### src/rtl/quad_gen_if.sv
// Control/status bundle for the quadrature generator: the master drives the
// motion request, the slave (generator) returns the A/B channels and status.
interface quad_gen_if #(
  parameter int width     = 8,
  parameter int div_width = 16
);
  logic [div_width-1:0] period;
  logic [width-1:0]     target;
  logic                 load;
  logic                 enable;
  logic                 a;
  logic                 b;
  logic [width-1:0]     position;
  logic                 busy;
  logic                 done;

  modport master (
    output period, target, load, enable,
    input  a, b, position, busy, done
  );

  modport slave (
    input  period, target, load, enable,
    output a, b, position, busy, done
  );
endinterface

### src/rtl/quad_gen.sv
// Quadrature generator: walks position toward a loaded target one quarter-step
// per period, emitting A/B in Gray order so exactly one channel toggles per step.
module quad_gen #(
  parameter int width     = 8,
  parameter int div_width = 16
) (
  input  logic       clk,
  input  logic       rst_n,
  quad_gen_if.slave  bus
);

  logic [width-1:0]     position;
  logic [width-1:0]     target_reg;
  logic [div_width-1:0] timer;
  logic [1:0]           phase;
  logic                 a_q;
  logic                 b_q;
  logic                 done_q;

  logic [div_width-1:0] timer_last;
  logic                 busy;
  logic                 up;
  logic [width-1:0]     next_pos;
  logic [1:0]           next_phase;
  logic [width-1:0]     next_target;
  logic [1:0]           next_ab;

  // Phase index counts up in the forward direction; this maps it onto the
  // (a,b) Gray sequence 00 -> 10 -> 11 -> 01.
  function automatic logic [1:0] phase_to_ab(input logic [1:0] ph);
    logic [1:0] ab;
    ab = 2'b00;
    case (ph)
      2'd0: ab = 2'b00;
      2'd1: ab = 2'b10;
      2'd2: ab = 2'b11;
      2'd3: ab = 2'b01;
      default: ab = 2'b00;
    endcase
    return ab;
  endfunction

  // NOTE: every variable gets a default at the top of always_comb so no path
  // leaves it unassigned, which would otherwise infer a latch.
  always_comb begin
    timer_last  = '0;
    busy        = 1'b0;
    up          = 1'b0;
    next_pos    = position;
    next_phase  = phase;
    next_target = target_reg;
    next_ab     = 2'b00;

    // A period of 0 behaves like 1: step on every comparison.
    if (bus.period != '0)
      timer_last = bus.period - 1'b1;
    busy        = (target_reg != position);
    up          = (target_reg > position);
    next_pos    = up ? position + 1'b1 : position - 1'b1;
    next_phase  = up ? phase + 2'd1 : phase - 2'd1;
    next_target = bus.load ? bus.target : target_reg;
    next_ab     = phase_to_ab(next_phase);
  end

  // NOTE: sequential state uses non-blocking assignments so every register
  // samples pre-edge values, independent of statement order.
  always_ff @(posedge clk or negedge rst_n) begin
    if (!rst_n) begin
      position   <= '0;
      target_reg <= '0;
      timer      <= '0;
      phase      <= 2'd0;
      a_q        <= 1'b0;
      b_q        <= 1'b0;
      done_q     <= 1'b0;
    end else begin
      done_q <= 1'b0;
      if (bus.load)
        target_reg <= bus.target;

      if (!busy) begin
        timer <= '0;
      end else if (bus.enable) begin
        if (timer >= timer_last) begin
          timer      <= '0;
          position   <= next_pos;
          phase      <= next_phase;
          {a_q, b_q} <= next_ab;
          // Judged against the target that is live next cycle, so a
          // coincident load is honoured.
          done_q     <= (next_pos == next_target);
        end else begin
          timer <= timer + 1'b1;
        end
      end
    end
  end

  assign bus.a        = a_q;
  assign bus.b        = b_q;
  assign bus.position = position;
  assign bus.busy     = busy;
  assign bus.done     = done_q;

endmodule
### src/flat_wrapper.sv
// flat-port wrapper written by rule: the top's interface ports become plain ports
module quad_gen_flat 
#(
  parameter int width     = 8,
  parameter int div_width = 16
)
  (clk, rst_n, bus_period, bus_target, bus_load, bus_enable, bus_a, bus_b, bus_position, bus_busy, bus_done);
  quad_gen_if #(.width(width), .div_width(div_width)) bus_i ();
  input  logic clk;
  input  logic rst_n;
  input wire logic [$bits(bus_i.period)-1:0] bus_period;
  input wire logic [$bits(bus_i.target)-1:0] bus_target;
  input wire logic [$bits(bus_i.load)-1:0] bus_load;
  input wire logic [$bits(bus_i.enable)-1:0] bus_enable;
  output wire logic [$bits(bus_i.a)-1:0] bus_a;
  output wire logic [$bits(bus_i.b)-1:0] bus_b;
  output wire logic [$bits(bus_i.position)-1:0] bus_position;
  output wire logic [$bits(bus_i.busy)-1:0] bus_busy;
  output wire logic [$bits(bus_i.done)-1:0] bus_done;
  assign bus_i.period = bus_period;
  assign bus_i.target = bus_target;
  assign bus_i.load = bus_load;
  assign bus_i.enable = bus_enable;
  assign bus_a = bus_i.a;
  assign bus_b = bus_i.b;
  assign bus_position = bus_i.position;
  assign bus_busy = bus_i.busy;
  assign bus_done = bus_i.done;
  quad_gen #(.width(width), .div_width(div_width)) u_core (.clk(clk), .rst_n(rst_n), .bus(bus_i));
endmodule
### config.mk
export PLATFORM = sky130hd
export DESIGN_NAME = quad_gen_flat
export DESIGN_NICKNAME = d
export VERILOG_FILES = /design/src/rtl/quad_gen_if.sv /design/src/rtl/quad_gen.sv /design/src/flat_wrapper.sv
export SDC_FILE = /design/constraint.sdc
export NUM_CORES = 1
export LEC_CHECK = 0
export ABC_AREA = 1
export CORE_MARGIN = 4
export CORE_UTILIZATION = 65
export DETAILED_ROUTE_END_ITERATION = 6
export DONT_BUFFER_PORTS = 1
export PLACE_DENSITY = 0.84
export REMOVE_ABC_BUFFERS = 1
export SLEW_MARGIN = 25
export SYNTH_ARGS = -nofsm -noshare
export SYNTH_HDL_FRONTEND = slang
export SYNTH_SLANG_ARGS = --single-unit
export TNS_END_PERCENT = 50
### constraint.sdc
create_clock -name clk -period 3.1 [get_ports clk]
set_input_delay 0.465 -clock clk [delete_from_list [all_inputs] [get_ports clk]]
set_output_delay 0.465 -clock clk [all_outputs]
set_load 0.02 [all_outputs]
==> results of run 1 <==
-- worst max path at each step --
stage / from / to / slack (ps) / cells past startpoint
after floorplan: u_core.bus.position[7] / u_core.bus.done / 180 / 19
after global placement: bus_period[2] / u_core.bus.position[2] / 120 / 17
after detailed placement: bus_period[2] / u_core.bus.position[2] / 40 / 15
after CTS: u_core.bus.position[1] / u_core.bus.done / 210 / 22
after global routing: u_core.bus.position[1] / u_core.bus.done / 0.9 / 22
final: u_core.bus.position[1] / u_core.bus.done / 300 / 21
-- layout make-up --
type / count / area [um^2]
sequential: 37 / 926
inverter: 63 / 236
timing repair buffer: 15 / 125
clock buffer: 7 / 86.3
multi-input combinational: 330 / 1970
fill: 329 / 1100
tap: 52 / 65.1
-- metrics by stage --
step,setup WS [ps],cell area (um^2)
final,296,3410
after global routing,0.928,3410
after CTS,206,3380
after detailed placement,35.7,3270
after global placement,118,3270
after floorplan,178,3100
-- worst max-delay path, cell delays in order, from the launching register on --
cell and delay, ps:
dfrtp_1 340, inv_1 80, ha_1 350, nand2_1 80, nand2_1 50, nand2_1 40, nand2_1 100, nand2_1 60
nand2_1 80, nand2_2 100, buf_4 180, ha_1 320, nand2_1 80, nand2_1 60, nand2_1 60, nand2_1 50
a31oi_1 250, inv_1 100, nand3_1 110, nand3_1 80, nand3_1 90, nor2_1 40
-- power breakdown --
group	internal, W	switching, W	total [W]
Sequential	0.000626	0.000150	0.000776
Clock	0.000176	0.000163	0.000339
Combinational	0.000751	0.00114	0.00189
-- kinds of logic (layout without fill, tap and decap cells) --
family / after synthesis / after routing / synth area share, %
muxes: 1 / 1 / 0.320
DFF: 37 / 37 / 29.6
buffers and inverters: 67 / 85 / 8.36
adders and majority gates: 35 / 35 / 14.2
xor gates and xnor gates: 26 / 26 / 7.28
AOI/OAI and AO/OA: 59 / 59 / 10.2
and+or+nand+nor: 209 / 209 / 30.0
-- cell usage in the layout (no fill, tap or decap), drive strengths merged --
master | Yosys | layout
o31ai | 1 | 1
a21o | 2 | 2
xnor2 | 6 | 6
and2 | 1 | 1
o21ai | 29 | 29
nand3 | 24 | 24
dfrtp | 37 | 37
nor3 | 7 | 7
buf | 3 | 15
nand3b | 5 | 5
a31oi | 1 | 1
nand4 | 7 | 7
a21oi | 18 | 18
o21a | 1 | 1
inv | 63 | 63
or2 | 4 | 4
nor4 | 4 | 4
ha | 34 | 34
nor2 | 36 | 36
xor2 | 20 | 20
nand2 | 120 | 120
fa | 1 | 1
mux2i | 1 | 1
nor4b | 1 | 1
o22ai | 7 | 7
clkbuf | 1 | 7
-- metal layers --
layer	GRT usage, %	share of wire [%]	vias to the layer above	routed length, um
met5	0	0	-	0
met2	36.1	44	81	3110
met4	6.41	1.3	0	94
met3	4.86	6.4	7	454
met1	36.0	48	1324	3440
li1	-	-	1446	-
-- repair_timing --
item / in CTS / in global routing
hold buffers: 1 / 0
endpoints found under the hold margin: 37 / 0
endpoints found under the setup margin: 0 / 3
gates resized for setup: 0 / 7
setup buffers: 0 / 0
==> results_dict.tcl, run 1 <==
set metrics [dict create \
    drive_above_1_share_pct 9.73 \
    tightestPinTransition_ps 469 \
    wl_mm 7.09 \
    dp.cells 496 \
    grtUsageTotal_pct 24.2 \
    slew_violations 0 \
    drcViolationCount 0 \
    rsz0062_at_grt "no" \
    antenna_cells 0 \
    place.port_buffers 0 \
    synth_top_area_share_pct 29.6 \
    ys_types 38 \
    path_clk_slew_ps 70 \
    worstSetupPathType "flop to flop" \
    gp_congestion 0.904 \
    clk_path_buf_depth 2 \
    die_w_um 77.4 \
    path_max_fanout 6 \
    yosysWarnings 0 \
    finalSetupTns_ps 0 \
    r2r_slack_ps 300 \
    drtIter0Drc 254 \
    clock_sinks 37 \
    period_share_pct 90.5 \
    fmax_mhz 357 \
    ioPinCount 40 \
    leakage_nw 1.77 \
    finalHoldViolCount 0 \
    ys.flop_type "dfrtp_1" \
    worstSkewPairLatency_ps 290 \
    slew_headroom_pct 68.5 \
    finClkSkew_ps 9.92 \
    async_flop_share_pct 100 \
    total_power_w 0.00301 \
    antenna_found_initial 0 \
    cts_tree "done" \
    avgSynthCellArea_um2 7.21 \
    syn_to_final_growth_pct 8.96 \
    cts_buffers 5 \
    synth_edf_count 0 \
    grt_max_degree 38 \
    syn-cell-area_um2 3130 \
    synth_cells 434 \
    powerDensity_nw_per_um2 882 \
    via_count 2858 \
    layout.nets 515 \
    grt-ovfl-total 0 \
    dieArea_um2 5990 \
    worstHoldPathType "input pin to async pin" \
    cts_root_buf "clkbuf_8" \
    num_rows 24 \
    outcome "finished, final reports clean" \
    worstSetupEndpointType "flop" \
    setup_violations 0 \
    synthTopCellsByCount "nand2_1, inv_1, dfrtp_1, ha_1, nor2_1" \
    grt_pass1_wl_mm 11.9 \
    postLayoutCoreUtil_pct 75.7 \
    htree_levels 2 \
    cap_violations 0 \
    start_util_pct 69.4 \
    min_period_ps 2800 \
    hpwl_mm 5.69 \
    vdd_drop_max_mv 0.713 \
    grt_pass1_vias 2649 \
    start_kind "flop" \
    ant_nets 0 \
    vias_per_cell 5.67 \
    synthTopCellsByArea "dfrtp_1, nand2_1, ha_1" \
    synth_seq_area_share_pct 29.6 \
    synth_top_cell_by_area "dfrtp_1" \
    worstPathRequired_ps 3290 \
    wl_per_cell_um 14.1 \
    final_cells 504 \
    arrival_ps 2990 \
    largest_register_ffs 16 \
    hold_ws_ps 2.69 \
    r2r-start "u_core.bus.position[1]" \
    first_pass_iters 5 \
    die_h_um 77.4 \
    synth_most_common_cell "nand2_1" \
    r2r_end "u_core.bus.done" \
    core_area_um2 4500 \
    r2r_cells 21 \
    synth-seq-cells 37 \
]
(Power assumes the default switching activity.)
==> inputs of run 2 (changes only) <==
--- a/config.mk
+++ b/config.mk
@@ -7,10 +7,10 @@
 export LEC_CHECK = 0
 export ABC_AREA = 1
 export CORE_MARGIN = 4
-export CORE_UTILIZATION = 65
+export CORE_UTILIZATION = 30
 export DETAILED_ROUTE_END_ITERATION = 6
 export DONT_BUFFER_PORTS = 1
-export PLACE_DENSITY = 0.84
+export PLACE_DENSITY = 0.47
 export REMOVE_ABC_BUFFERS = 1
 export SLEW_MARGIN = 25
 export SYNTH_ARGS = -nofsm -noshare
==> run 2 against run 1 <==
Net effect:
- non-clock buffer count is 4 higher
- combinational power is essentially flat
- register-to-register slack better by 20 ps
- fmax grew 0.77%
- first-iteration DRC count decreased by 56%
- power rose by 1.6%
- flip-flop and latch count is the same
- wire length is 6.1% higher
- count of clock-buffer cells in the layout down 2
- setup slack better by 22 ps
- die area rose by 100%
- via count decreased by 4.5%
- largest power group unchanged
- highest routed layer unchanged
==> results_dict.tcl, run 2 (same netlist as run 1, synthesis figures left out) <==
set metrics [dict create \
    drcViolationCount 0 \
    grt-ovfl-total 0 \
    htree_levels 2 \
    final_cell_mix "nand2_1, inv_1, dfrtp_1" \
    path_max_fanout 3 \
    ant_nets 0 \
    via_count 2730 \
    grt_pass1_vias 2697 \
    critical_path.most_common_cell "nand2_1" \
    outcome "finished, final reports clean" \
    clock_sinks 37 \
    worstHoldPathType "input pin to flop" \
    cp_slowest_cell "dfrtp_1" \
    path_clk_slew_ps 90 \
    grt_max_degree 38 \
    post_cts_buffers 0 \
    gp_congestion 0.756 \
    ioPinCount 40 \
    cts_buffers 5 \
    cts_root_buf "clkbuf_8" \
    largest_register_ffs 16 \
    finalHoldViolCount 0 \
    start_kind "flop" \
    powerDensity_nw_per_um2 851 \
    worstSetupPathType "flop to flop" \
    dp.cells 583 \
    wl_per_cell_um 12.7 \
    vdd_drop_max_mv 0.414 \
    worstSkewPairLatency_ps 300 \
    die_w_um 110 \
    slew_violations 0 \
    worstSetupEndpointType "flop" \
    antenna_cells 0 \
    slew_headroom_pct 66.7 \
    first_pass_iters 4 \
    crit_buf_inv 3 \
    place.port_buffers 0 \
    cts_tree "done" \
    period_share_pct 89.8 \
    tightestPinTransition_ps 495 \
    wl_mm 7.53 \
    drtIter0Drc 113 \
    min_period_ps 2780 \
    finClkSkew_ps 16.0 \
    leakage_nw 1.80 \
    setup_violations 0 \
    drive_above_1_share_pct 10.9 \
    vias_per_cell 4.60 \
    worstPathCellList "inv_1 > ha_1 > nand2_1 > nor2_1 > nor2_1 > nand2_1 > nand2_1 > inv_1 > fa_2 > xnor2_2 > inv_1 > nand2_1 > nand2_1 > nor2_1 > nand2_1 > nor2_1 > nand2_1 > nor2_1 > nand3_1 > nor2_1" \
    num_rows 37 \
    start_util_pct 30.6 \
    core_area_um2 10200 \
    layout.nets 519 \
    grt_pass1_wl_mm 12.7 \
    cap_violations 0 \
    final_cells 593 \
    clk_path_buf_depth 2 \
    dieArea_um2 12100 \
    syn_to_final_growth_pct 14.9 \
    finalSetupTns_ps 0 \
    worst_path_dominant_cell_family "simple AND/OR/NAND/NOR gates" \
    grtUsageTotal_pct 13.2 \
    worstPathRequired_ps 3350 \
    critPathMaxStageDelay_ps 390 \
    hpwl_mm 5.96 \
    final_common_cell "nand2_1" \
    antenna_found_initial 0 \
    die_h_um 110 \
    fill_cells 1080 \
    fmax_mhz 359 \
    arrival_ps 3030 \
    rsz0062_at_grt "no" \
]
## run 2: worst register-to-register path, stage by stage (launching register included)
cell	delay, ps
dfrtp_1	390
inv_1	110
ha_1	250
nand2_1	120
nor2_1	60
nor2_1	90
nand2_1	80
nand2_1	100
inv_1	80
fa_2	380
xnor2_2	180
inv_1	80
nand2_1	60
nand2_1	40
nor2_1	100
nand2_1	60
nor2_1	140
nand2_1	80
nor2_1	120
nand3_1	100
nor2_1	90
## run 2: path summary, 6_finish.rpt
kind                            cells past startpoint  slack [ps]              endpoint              startpoint
worst max-delay path                               20         320       u_core.bus.done  u_core.bus.position[7]
worst min-delay path                                1         260  u_core.target_reg[0]                bus_load
worst max register to register                     20         320       u_core.bus.done  u_core.bus.position[7]
worst min register to register                      2         560  u_core.target_reg[4]    u_core.target_reg[4]
max in group asynchronous                           2        2280      u_core.timer[12]                   rst_n
min in group asynchronous                           2         600  u_core.target_reg[6]                   rst_n
## run 2: routing by layer
| layer | wire length [um] | vias to the layer above | GRT usage, % |
|---|---|---|---|
| met5 | 0 | - | 0 |
| met2 | 3350 | 41 | 20.8 |
| met4 | 96 | 0 | 3.69 |
| li1 | - | 1455 | - |
| met1 | 3770 | 1228 | 18.5 |
| met3 | 314 | 6 | 2.33 |
## run 2: layout make-up
cell class                 instances  area (um^2)  share of cell area, %
multi-input combinational        330         1980                   55.2
sequential                        37          926                   25.8
inverter                          63          236                   6.58
timing repair buffer              19          186                   5.19
tap                              136          170                   4.74
clock buffer                       5         68.8                   1.92
clock inverter                     3         22.5                  0.627
## run 2: report_power, final
part | internal [W] | total (W) | switching (W)
combinational | 0.000794 | 0.00192 | 0.00113
sequential | 0.000625 | 0.000773 | 0.000148
clock | 0.000160 | 0.000362 | 0.000202
## run 2: stage by stage
stage / hold WS, ps / power (W) / setup slack, ps / instance area, um^2 / utilization, %
after detailed placement: 170 / 0.00257 / 9.38 / 3430 / 33.5
after floorplan: 169 / 0.00211 / 178 / 3100 / -
after global placement: 171 / 0.00255 / 95.2 / 3430 / 33.5
after CTS: 252 / 0.00297 / 119 / 3550 / 34.7
after global routing: 259 / 0.00340 / 6.76 / 3590 / 35.1
final: 262 / 0.00306 / 317 / 3590 / 35.1
## run 2: what timing repair did
| action | CTS | global route |
|---|---|---|
| endpoints found under the hold margin | 37 | 0 |
| endpoints found under the setup margin | 0 | 3 |
| hold buffers | 2 | 0 |
| gates resized for setup | 0 | 10 |
